## src/rtl/sseg_scan_capture.sv

```systemverilog
// sseg_scan_capture: samples an active-low multiplexed 7-segment scan (an/sseg),
// decodes each digit into a shadow slot and publishes all four digits together
// once every slot has been seen. Also flags blank/invalid digits and a stale scan.
module sseg_scan_capture #(
    parameter int SETTLE_CYCLES  = 4,
    parameter int TIMEOUT_CYCLES = 1_000_000
) (
    input  logic       clk,
    input  logic       reset,
    input  logic [3:0] an,
    input  logic [6:0] sseg,
    output logic [3:0] d0,
    output logic [3:0] d1,
    output logic [3:0] d2,
    output logic [3:0] d3,
    output logic [3:0] blank,
    output logic [3:0] err,
    output logic       frame_valid,
    output logic       stale
);

    localparam int SW = $clog2(SETTLE_CYCLES + 1);
    localparam int TW = $clog2(TIMEOUT_CYCLES + 1);
    localparam logic [SW-1:0] SETTLE_V = SW'(SETTLE_CYCLES);
    localparam logic [SW-1:0] S_ONE    = SW'(1);
    localparam logic [TW-1:0] TO_V     = TW'(TIMEOUT_CYCLES);
    localparam logic [TW-1:0] T_ONE    = TW'(1);

    // decoded digit: blank flag, invalid flag, hex value
    typedef struct packed {
        logic       blank;
        logic       err;
        logic [3:0] val;
    } dig_t;

    function automatic dig_t decode(input logic [6:0] s);
        dig_t r;
        r = '{blank: 1'b0, err: 1'b0, val: 4'h0};
        case (s)
            7'h40: r.val = 4'h0;
            7'h79: r.val = 4'h1;
            7'h24: r.val = 4'h2;
            7'h30: r.val = 4'h3;
            7'h19: r.val = 4'h4;
            7'h12: r.val = 4'h5;
            7'h02: r.val = 4'h6;
            7'h78: r.val = 4'h7;
            7'h00: r.val = 4'h8;
            7'h10: r.val = 4'h9;
            7'h08: r.val = 4'hA;
            7'h03: r.val = 4'hB;
            7'h46: r.val = 4'hC;
            7'h21: r.val = 4'hD;
            7'h06: r.val = 4'hE;
            7'h0E: r.val = 4'hF;
            7'h7F: r.blank = 1'b1;
            default: r.err = 1'b1;
        endcase
        return r;
    endfunction

    logic [3:0]      an_s1, an_s2, an_p;
    logic [6:0]      sseg_s1, sseg_s2, sseg_p;
    logic [SW-1:0]   stab_cnt;
    logic [TW-1:0]   tcnt;
    logic [3:0]      seen;
    logic [3:0][3:0] sh_val;
    logic [3:0]      sh_blank, sh_err;

    logic            same, legal, cap, frame_go;
    logic [1:0]      idx;
    logic [3:0]      cap_oh;
    dig_t            dec;

    // two-flop synchronizer plus one register of history for the stability compare
    always_ff @(posedge clk or posedge reset) begin
        if (reset) begin
            an_s1   <= 4'hF;
            an_s2   <= 4'hF;
            an_p    <= 4'hF;
            sseg_s1 <= 7'h7F;
            sseg_s2 <= 7'h7F;
            sseg_p  <= 7'h7F;
        end else begin
            an_s1   <= an;
            an_s2   <= an_s1;
            an_p    <= an_s2;
            sseg_s1 <= sseg;
            sseg_s2 <= sseg_s1;
            sseg_p  <= sseg_s2;
        end
    end

    // select legality, slot index, and the one-shot capture condition
    always_comb begin
        legal = 1'b1;
        idx   = 2'd0;
        case (an_s2)
            4'b1110: idx = 2'd0;
            4'b1101: idx = 2'd1;
            4'b1011: idx = 2'd2;
            4'b0111: idx = 2'd3;
            default: legal = 1'b0;
        endcase
        same     = ({an_s2, sseg_s2} == {an_p, sseg_p});
        // capture fires only on the transition into saturation, so a long dwell captures once
        cap      = legal && same && (stab_cnt != SETTLE_V) && ((stab_cnt + S_ONE) == SETTLE_V);
        cap_oh   = cap ? (4'b0001 << idx) : 4'b0000;
        frame_go = (seen == 4'hF);
        dec      = decode(sseg_s2);
    end

    // stability counter: counts identical legal samples, saturates, clears on change
    always_ff @(posedge clk or posedge reset) begin
        if (reset)
            stab_cnt <= '0;
        else if (!legal || !same)
            stab_cnt <= '0;
        else if (stab_cnt != SETTLE_V)
            stab_cnt <= stab_cnt + S_ONE;
    end

    // shadow slots written on capture; the frame copy reads the pre-edge values
    always_ff @(posedge clk or posedge reset) begin
        if (reset) begin
            sh_val   <= '0;
            sh_blank <= 4'hF;
            sh_err   <= 4'h0;
        end else if (cap) begin
            sh_val[idx]   <= dec.val;
            sh_blank[idx] <= dec.blank;
            sh_err[idx]   <= dec.err;
        end
    end

    // seen mask: a capture coinciding with the frame copy starts the next frame
    always_ff @(posedge clk or posedge reset) begin
        if (reset)
            seen <= 4'h0;
        else if (frame_go)
            seen <= cap_oh;
        else
            seen <= seen | cap_oh;
    end

    // publish all slots together with a one-cycle strobe
    always_ff @(posedge clk or posedge reset) begin
        if (reset) begin
            d0          <= 4'h0;
            d1          <= 4'h0;
            d2          <= 4'h0;
            d3          <= 4'h0;
            blank       <= 4'hF;
            err         <= 4'h0;
            frame_valid <= 1'b0;
        end else begin
            frame_valid <= frame_go;
            if (frame_go) begin
                d0    <= sh_val[0];
                d1    <= sh_val[1];
                d2    <= sh_val[2];
                d3    <= sh_val[3];
                blank <= sh_blank;
                err   <= sh_err;
            end
        end
    end

    // stale alarm: cycles since the last frame strobe, saturating at the timeout
    always_ff @(posedge clk or posedge reset) begin
        if (reset) begin
            tcnt  <= '0;
            stale <= 1'b0;
        end else if (frame_go) begin
            tcnt  <= '0;
            stale <= 1'b0;
        end else if (tcnt != TO_V) begin
            tcnt <= tcnt + T_ONE;
            if ((tcnt + T_ONE) == TO_V)
                stale <= 1'b1;
        end
    end

endmodule

```

## config.mk

```make
export PLATFORM = sky130hd
export DESIGN_NAME = sseg_scan_capture
export DESIGN_NICKNAME = d
export VERILOG_FILES = /design/src/rtl/sseg_scan_capture.sv
export SDC_FILE = /design/constraint.sdc
export NUM_CORES = 1
export LEC_CHECK = 0
export BUFFER_PORTS_ARGS = -buffer_cell sky130_fd_sc_hd__buf_2
export CORE_ASPECT_RATIO = 0.5
export CORE_MARGIN = 2
export CORE_UTILIZATION = 50
export DETAILED_ROUTE_END_ITERATION = 6
export PLACE_DENSITY = 0.69
export RECOVER_POWER = 25
export SLEW_MARGIN = 10
export SYNTH_ARGS = -nofsm -noshare
export SYNTH_HDL_FRONTEND = slang
export SYNTH_SLANG_ARGS = --single-unit
```

## constraint.sdc

```tcl
create_clock -name clk -period 5.7 [get_ports clk]
set_clock_uncertainty 0.15 [all_clocks]
set_input_delay 0.285 -clock clk [delete_from_list [all_inputs] [get_ports clk]]
set_output_delay 0.285 -clock clk [all_outputs]
set_load 0.01 [all_outputs]
```

### Word level (Yosys, flattened, before mapping)

Index checks and enable logic that the tools add are counted.

| cells by class | value |
|---|---|
| eq/ne operators | 26 |
| div/mod/pow operators | 0 |
| bitwise gates (word level) | 1 |
| reductions and logical operators | 14 |
| magnitude comparators | 2 |
| add/sub/neg operators | 2 |
| shifts and indexed selects | 1 |
| $mul | 0 |
| multiplexer cells | 21 |

Operators by type and width:

| kind | number |
|---|---|
| $pmux W4 S15 | 1 |
| $mux W20 | 2 |
| $eq A7 B7 Y1 const B | 5 |
| $eq A7 B5 Y1 const B | 3 |
| $eq A7 B6 Y1 const B | 3 |
| $add A20 B1 Y20 const B | 1 |
| $eq A20 B20 Y1 const B | 1 |
| $ne A20 B20 Y1 const B | 1 |
| $reduce_or A17 Y1 | 1 |
| $bwmux W16 | 1 |
| $eq A4 B4 Y1 const B | 4 |
| $eq A7 B2 Y1 const B | 2 |
| $eq A7 B4 Y1 const B | 2 |
| $mux W4 | 3 |
| $eq A11 B11 Y1 | 1 |
| $bwmux W4 | 2 |
| $demux W4 S2 | 1 |
| $eq A7 B3 Y1 const B | 1 |
| $logic_not A7 Y1 | 1 |
| $mux W1 | 7 |
| $mux W3 | 2 |
| $pmux W2 S3 | 1 |
| $reduce_bool A2 Y1 | 3 |
| $eq A4 B3 Y1 const B | 1 |
| other kinds (13) | 17 |

| storage, ports and cells | value |
|---|---|
| memory bits (read-only) | 0 |
| bits in registers | 110 |
| memory bits (writable) | 0 |
| input bits | 13 |
| memories kept | 0 |
| latch bits | 0 |

### Longest topological paths before layout

Gate-level depths: netlist of run 1.

| depth | value |
|---|---|
| word-level depth | 9 |
| mapped depth | 8 |
| depth with buffers taken out | 8 |

### Worst setup path before layout of run 1

OpenSTA, ideal clock, no wires.

| timing path | value |
|---|---|
| kind | flip-flop to flip-flop |
| start | reg sseg_s2[4] |
| end | reg sh_err[1] |
| path buffers | 1 |
| cell stages (with the launch flop) | 8 |
| slack | 3204 ps |
| period minus slack after synthesis | 2496 ps |
| arrival time | 2222 ps |
| data required time | 5425 ps |
| path through | dfstp_2 > buf_2 > xnor2_1 > nand4_1 > nor4_4 > nand4b_4 > nor4b_4 > mux2_2 |

| on the way | value |
|---|---|
| word-level cells in the longest chain between the ends | 4 |

RTL lines:

| what | line | RTL |
|---|---|---|
| from (decl) | 63 | `logic [6:0] sseg_s1, sseg_s2, sseg_p;` |
| from (signal assigned) | 89 | `sseg_s2 <= sseg_s1;` |
| $eq A7 B7 Y1 (tied with other cells) | 39 | `case (s)` |
| $reduce_or A17 Y1 (no source line) or $logic_and A1 B1 Y1 (tied branches) | - |  |
| $mux W1 or $logic_and A1 B1 Y1 (tied branches) | 39, 107 |  |
| $bwmux W4 or $logic_and A1 B1 Y1 (tied branches) | 132, 107 |  |
| to (signal, indexed assignment) | 132 | `sh_err[idx] <= dec.err;` |
| to (decl) | 68 | `logic [3:0] sh_blank, sh_err;` |

Parallel ways exist; a longest one is shown, timed or not.
A chain may end at the register's enable or synchronous reset.

### Final worst setup path of run 1

| timing path | value |
|---|---|
| start | reg sseg_s2[4] |
| end | reg sh_val[15] (netlist name) |

| on the way | value |
|---|---|
| word-level cells in the longest chain between the ends | 4 |

RTL lines:

| what | line | RTL |
|---|---|---|
| branches (longest 4 deep; another with $bwmux W16) | - |  |
| to (signal, indexed assignment) | 130 | `sh_val[idx] <= dec.val;` |
| to (decl) | 67 | `logic [3:0][3:0] sh_val;` |

Several ways; the timed one is not identified.

==> impl_metrics.json, run 1 <==
{
  "fp.dieW_um": 144,
  "ys_ff_latch": 110,
  "dr_total_vias": 3285,
  "peakVddDrop_v": 0.000136,
  "hold_class": "reg -> reg",
  "gr-total-overflow": 0,
  "cts_sinks": 110,
  "antenna_cells": 0,
  "max_freq_ghz": 0.341,
  "avgSynthCellArea_um2": 10.7,
  "grt_max_degree": 69,
  "core_area_um2": 9510,
  "powerDensity_nw_per_um2": 275,
  "reg2reg_slack_ps": 2770,
  "grt_first_pass_wirelength_um": 15700,
  "synth_cells": 461,
  "synth_compound_area_share_pct": 5.41,
  "violations": "max-capacitance violations, max-slew violations",
  "root_buffer": "clkbuf_16",
  "wire_per_inst_um": 14.4,
  "drive_gt1_share_pct": 24.3,
  "port_buffers": 38,
  "muxShareOfSynthArea_pct": 6.09,
  "yosysMostFrequentCell": "nand2_1",
  "syn_nets": 480,
  "fin_nets": 517,
  "tightest_slew_ps": 1740,
  "synthSimpleGateAreaFrac_pct": 20.2,
  "setup_slack_ps": 2770,
  "dieHeight_um": 74.2,
  "syn2layout_area_growth_pct": 14.6,
  "synth_top_family_by_area": "simple AND/OR/NAND/NOR gates",
  "yosysSeqAreaShare_pct": 56.9,
  "wl_um": 9170,
  "synthTopCellsByCount": "nand2_1 (95), dfrtp_1 (69), dfstp_2 (41), nor2_1 (37), xnor2_1 (28)",
  "ant_nets": 0,
  "ys.flop_type": "dfrtp_1",
  "synthArstFlopShare_pct": 100,
  "post-place-ws_ps": 2940,
  "initial_utilization_pct": 51.8,
  "gp_congestion": 0.834,
  "post-route-period-util_pct": 51.5,
  "endpoint_kind": "flip-flop",
  "rows": 25,
  "synth.largest_area_cell": "dfrtp_1",
  "fillers": 828,
  "fin_crit_ps": 2930,
  "hold_viol": 0,
  "relSlewSlack_pct": -16.4,
  "cts_resized": 0,
  "grt_pass1_vias": 3180,
  "arrival_ps": 3020,
  "cts_htree_levels": 3,
  "ios": 39,
  "yosys_warnings": 0,
  "crit_fanout": 18,
  "drv_cap": 1,
  "dieArea_um2": 10700,
  "vias_per_cell": 5.15,
  "hpwl_um": 6040,
  "drt_iter0_markers": 141,
  "final_util_pct": 59.4,
  "synth_edf_count": 0,
  "fin_hold_ws_ps": 211,
  "path_class": "reg -> reg",
  "dr.pass1.iters": 4,
  "synth-xor-area-share_pct": 6.58,
  "yosys-top-cells-area": "dfrtp_1 (35%), dfstp_2 (22%), nand2_1 (7.2%)",
  "maxSlewViolCount": 44,
  "status": "complete, but fails checks",
  "synth_cell_types": 51,
  "tns_ps": 0,
  "numCtsBuffers": 9,
  "synth_fa_ha_area_share_pct": 1.73,
  "cts_buffer_depth": 2,
  "worstPathRequired_ps": 5780,
  "syn_area_um2": 4930,
  "grt_usage_pct": 19.3,
  "power_mw": 1.55,
  "startpoint_type": "flip-flop",
  "rsz0062_at_grt": "false",
  "cts.reportedPaths.clkPinSlew_ps": 70,
  "finalSetupViolCount": 0,
  "clock_latency_ps": 350,
  "drcViolationCount": 0,
  "synth_top_cell_area_share_pct": 35.0,
  "cts_setup_buffers": 0,
  "antenna_found_initial": 0,
  "leakage_nw": 2.61,
  "cts_tree": "yes"
}
## final cells by class
class,count,area (um^2),area share (%)
Timing Repair Buffer,53,333,5.89
Clock inverter,6,92.6,1.64
Tap cell,135,169,2.99
Multi-Input combinational cell,314,1970,34.9
Clock buffer,10,239,4.23
Inverter,10,38.8,0.687
Sequential cell,110,2800,49.7
## metrics by stage
| stage | std cells | cell area, um^2 |
|---|---|---|
| 6_report | 638 | 5650 |
| 5_1_grt | 638 | 5650 |
| 4_1_cts | 638 | 5650 |
| 3_5_place_dp | 610 | 5200 |
| 3_3_place_gp | 610 | 5200 |
| 2_1_floorplan | 461 | 4930 |
## registers in the layout (all words and copies together), names as in the netlist
name	cells
an_p	4
an_s1	4
an_s2	4
blank	4
d0	4
d1	4
d2	4
d3	4
err	4
frame_valid	1
seen	4
sh_blank	4
sh_err	4
sh_val	16
sseg_p	7
sseg_s1	7
sseg_s2	7
stab_cnt	3
stale	1
tcnt	20
## what timing repair did
item,4_1_cts,5_1_grt
hold buffers,12,0
setup endpoints to repair,0,0
hold endpoints to repair,23,0
## metal layers
| layer | share of wire, % | vias to the layer above | global-route usage (%) | routed length [um] |
|---|---|---|---|---|
| li1 | - | 1632 | - | - |
| met1 | 50 | 1581 | 26.5 | 4550 |
| met2 | 45 | 62 | 30.4 | 4140 |
| met3 | 4.1 | 10 | 5.67 | 377 |
| met4 | 1.0 | 0 | 5.61 | 96 |
| met5 | 0 | - | 0 | 0 |
## report_power, final
| part | total [mW] | internal (mW) | switching (mW) |
|---|---|---|---|
| Clock | 0.679 | 0.399 | 0.280 |
| Sequential | 0.818 | 0.800 | 0.0171 |
| Combinational | 0.0560 | 0.0243 | 0.0317 |
## path summary, 6_finish.rpt
kind / from / to / cells past startpoint
worst max-delay path: sseg_s2[4] / sh_val[15] / 6
worst min-delay path: sseg_s1[0] / sseg_s2[0] / 0
worst max register to register: sseg_s2[4] / sh_val[15] / 6
worst min register to register: sseg_s1[0] / sseg_s2[0] / 0
max in group asynchronous: reset / tcnt[10] / 4
min in group asynchronous: reset / sh_val[2] / 3
## critical path, stage by stage (launching register included)
cell and delay, ps:
dfstp_1 880, xnor2_1 190, nand4_1 160, nor4_4 340, nand4b_4 180, nor4b_4 520, mux2_2 390
## kinds of logic (layout without fill, tap and decap cells)
logic type / count (synthesis) / count (layout)
multiplexers: 27 / 27
XOR/XNOR: 37 / 37
AND/OR/NAND/NOR: 203 / 203
AO/OA/AOI/OAI: 40 / 40
flip-flops: 110 / 110
adder cells (fa/ha/maj): 7 / 7
buffers and inverters: 37 / 79
## cells in the final DEF, fill, tap and decap left out, types with 12 or more instances in the layout
master,netlist,final
dfstp_2,41,29
dlygate4sd3_1,0,12
nor3_1,13,13
buf_2,5,37
a21oi_1,12,12
nor2_1,37,37
mux2_2,24,24
dfrtp_1,69,69
dfstp_1,0,12
xnor2_1,28,28
nand2_1,95,95
Power figures use the tool's default switching activity.
==> run 2, diff against run 1 <==
==> constraint.sdc (replaced) <==
create_clock -name clk -period 2.7 [get_ports clk]
set_clock_uncertainty 0.15 [all_clocks]
set_input_delay 0.135 -clock clk [delete_from_list [all_inputs] [get_ports clk]]
set_output_delay 0.135 -clock clk [all_outputs]
set_load 0.01 [all_outputs]
==> run 2 against run 1 <==
The flow now finishes without violations. Utilization is 0.82 points higher. Setup slack worse by 2600 ps. Non-clock buffer count is 16 higher. Clock power is 81% higher. Final cell count is 2.5% higher. Sequential power is 110% higher. Global-route usage is 0.39 points lower. Critical endpoint is now sh_val[5]. Largest power group unchanged. Highest routed layer unchanged.
==> impl_metrics.json, run 2 (same netlist as run 1, synthesis figures left out) <==
{
  "status": "complete, no violations",
  "numCtsBuffers": 9,
  "peakVddDrop_v": 0.000343,
  "gr-total-overflow": 0,
  "initial_utilization_pct": 51.8,
  "arrival_ps": 2610,
  "cts.reportedPaths.clkPinSlew_ps": 70,
  "wire_per_inst_um": 14.0,
  "max_freq_ghz": 0.396,
  "powerDensity_nw_per_um2": 539,
  "hold_viol": 0,
  "cts_htree_levels": 3,
  "grt_first_pass_wirelength_um": 15600,
  "maxSlewViolCount": 0,
  "grt_usage_pct": 18.9,
  "root_buffer": "clkbuf_16",
  "gp_congestion": 0.904,
  "vias_per_cell": 5.10,
  "cts_sinks": 110,
  "dr.pass1.iters": 4,
  "crit_fanout": 7,
  "drcViolationCount": 0,
  "grt_max_degree": 48,
  "hold_class": "reg -> reg",
  "port_buffers": 38,
  "endpoint_kind": "flip-flop",
  "hpwl_um": 6310,
  "ant_nets": 0,
  "drt_iter0_markers": 157,
  "cts_buffer_depth": 2,
  "layout_commonest_cell": "nand2_1",
  "relSlewSlack_pct": 11.6,
  "antenna_found_initial": 0,
  "rows": 25,
  "path_class": "reg -> reg",
  "antenna_cells": 0,
  "drive_gt1_share_pct": 28.3,
  "dieHeight_um": 74.2,
  "dr_total_vias": 3334,
  "reg_top3": "tcnt x20, sh_val x16",
  "tns_ps": 0,
  "rsz0062_at_grt": "false",
  "largest_register_ffs": 20,
  "largest-register": "tcnt",
  "wl_um": 9130,
  "leakage_nw": 2.68,
  "core_area_um2": 9510,
  "finalNonFillerCells": 654,
  "dp_cells": 625,
  "fin_nets": 533,
  "drv_cap": 0,
  "dieArea_um2": 10700,
  "post-route-period-util_pct": 93.6,
  "layout_common_cells": "nand2_1 (95), dfrtp_1 (69), dfstp_2 (39)",
  "cts_tree": "yes",
  "fin_crit_ps": 2530,
  "fp.dieW_um": 144,
  "fillers": 835,
  "grt_pass1_vias": 3180,
  "tightest_slew_ps": 1320,
  "startpoint_type": "flip-flop",
  "clock_latency_ps": 350,
  "finalSetupViolCount": 0,
  "syn2layout_area_growth_pct": 16.1,
  "ios": 39,
  "worstPathRequired_ps": 2780
}
## run 2: final timing paths
| check | start | to | slack [ps] | cells after the start |
|---|---|---|---|---|
| min in group asynchronous | reset | stab_cnt[0] | 480 | 3 |
| worst min register to register | an_s1[1] | an_s2[1] | 210 | 0 |
| worst min-delay path | an_s1[1] | an_s2[1] | 210 | 0 |
| worst max register to register | an_s2[0] | sh_val[5] | 170 | 7 |
| max in group asynchronous | reset | blank[3] | 970 | 4 |
| worst max-delay path | an_s2[0] | sh_val[5] | 170 | 7 |
## run 2: worst max-delay path, stage by stage (launching register included)
cell and delay (ps):
dfstp_1 650, xnor2_1 150, nand4_1 140, nor4_4 330
nand4b_4 190, nor4b_4 270, buf_4 200, mux2_2 340
## run 2: timing repair
item,4_1_cts,5_1_grt
resized for setup,0,0
setup endpoints to repair,0,2
buffers inserted,0,1
endpoints found under the hold margin,18,0
hold buffers,12,0
## run 2: area by class of cell
cell class | instances | area, um^2 | area share (%)
clock inverters | 5 | 33.8 | 0.590
multi-input cells | 314 | 1970 | 34.4
repair buffers | 69 | 465 | 8.13
inverters | 10 | 38.8 | 0.678
well taps | 135 | 169 | 2.95
clock buffers | 11 | 243 | 4.24
flip-flops and latches | 110 | 2800 | 49.0
## run 2: power by group
part	internal [mW]	total (mW)	switching (mW)
Combinational	0.0616	0.141	0.0798
Clock	0.651	1.23	0.575
Sequential	1.69	1.72	0.0240
## run 2: per-layer routing
| layer | GRT usage, % | share of wire [%] |
|---|---|---|
| met1 | 26.8 | 50 |
| met2 | 28.9 | 44 |
| met3 | 5.28 | 3.8 |
| met4 | 5.72 | 1.3 |
| met5 | 0 | 0 |
## run 2: stage by stage
| step | instance area, um^2 | hold WS, ps | worst slack [ps] | util [%] | total power, mW |
|---|---|---|---|---|---|
| after detailed placement | 5320 | 91.4 | 138 | 56.0 | 1.88 |
| after global routing | 5720 | 209 | 21.6 | 60.2 | 3.21 |
| final | 5720 | 207 | 174 | 60.2 | 3.08 |
| after CTS | 5720 | 207 | 123 | 60.1 | 3.13 |
| after global placement | 5320 | 89.9 | 200 | 56.0 | 1.88 |
| after floorplan | 4930 | -10.5 | 204 | - | 1.83 |
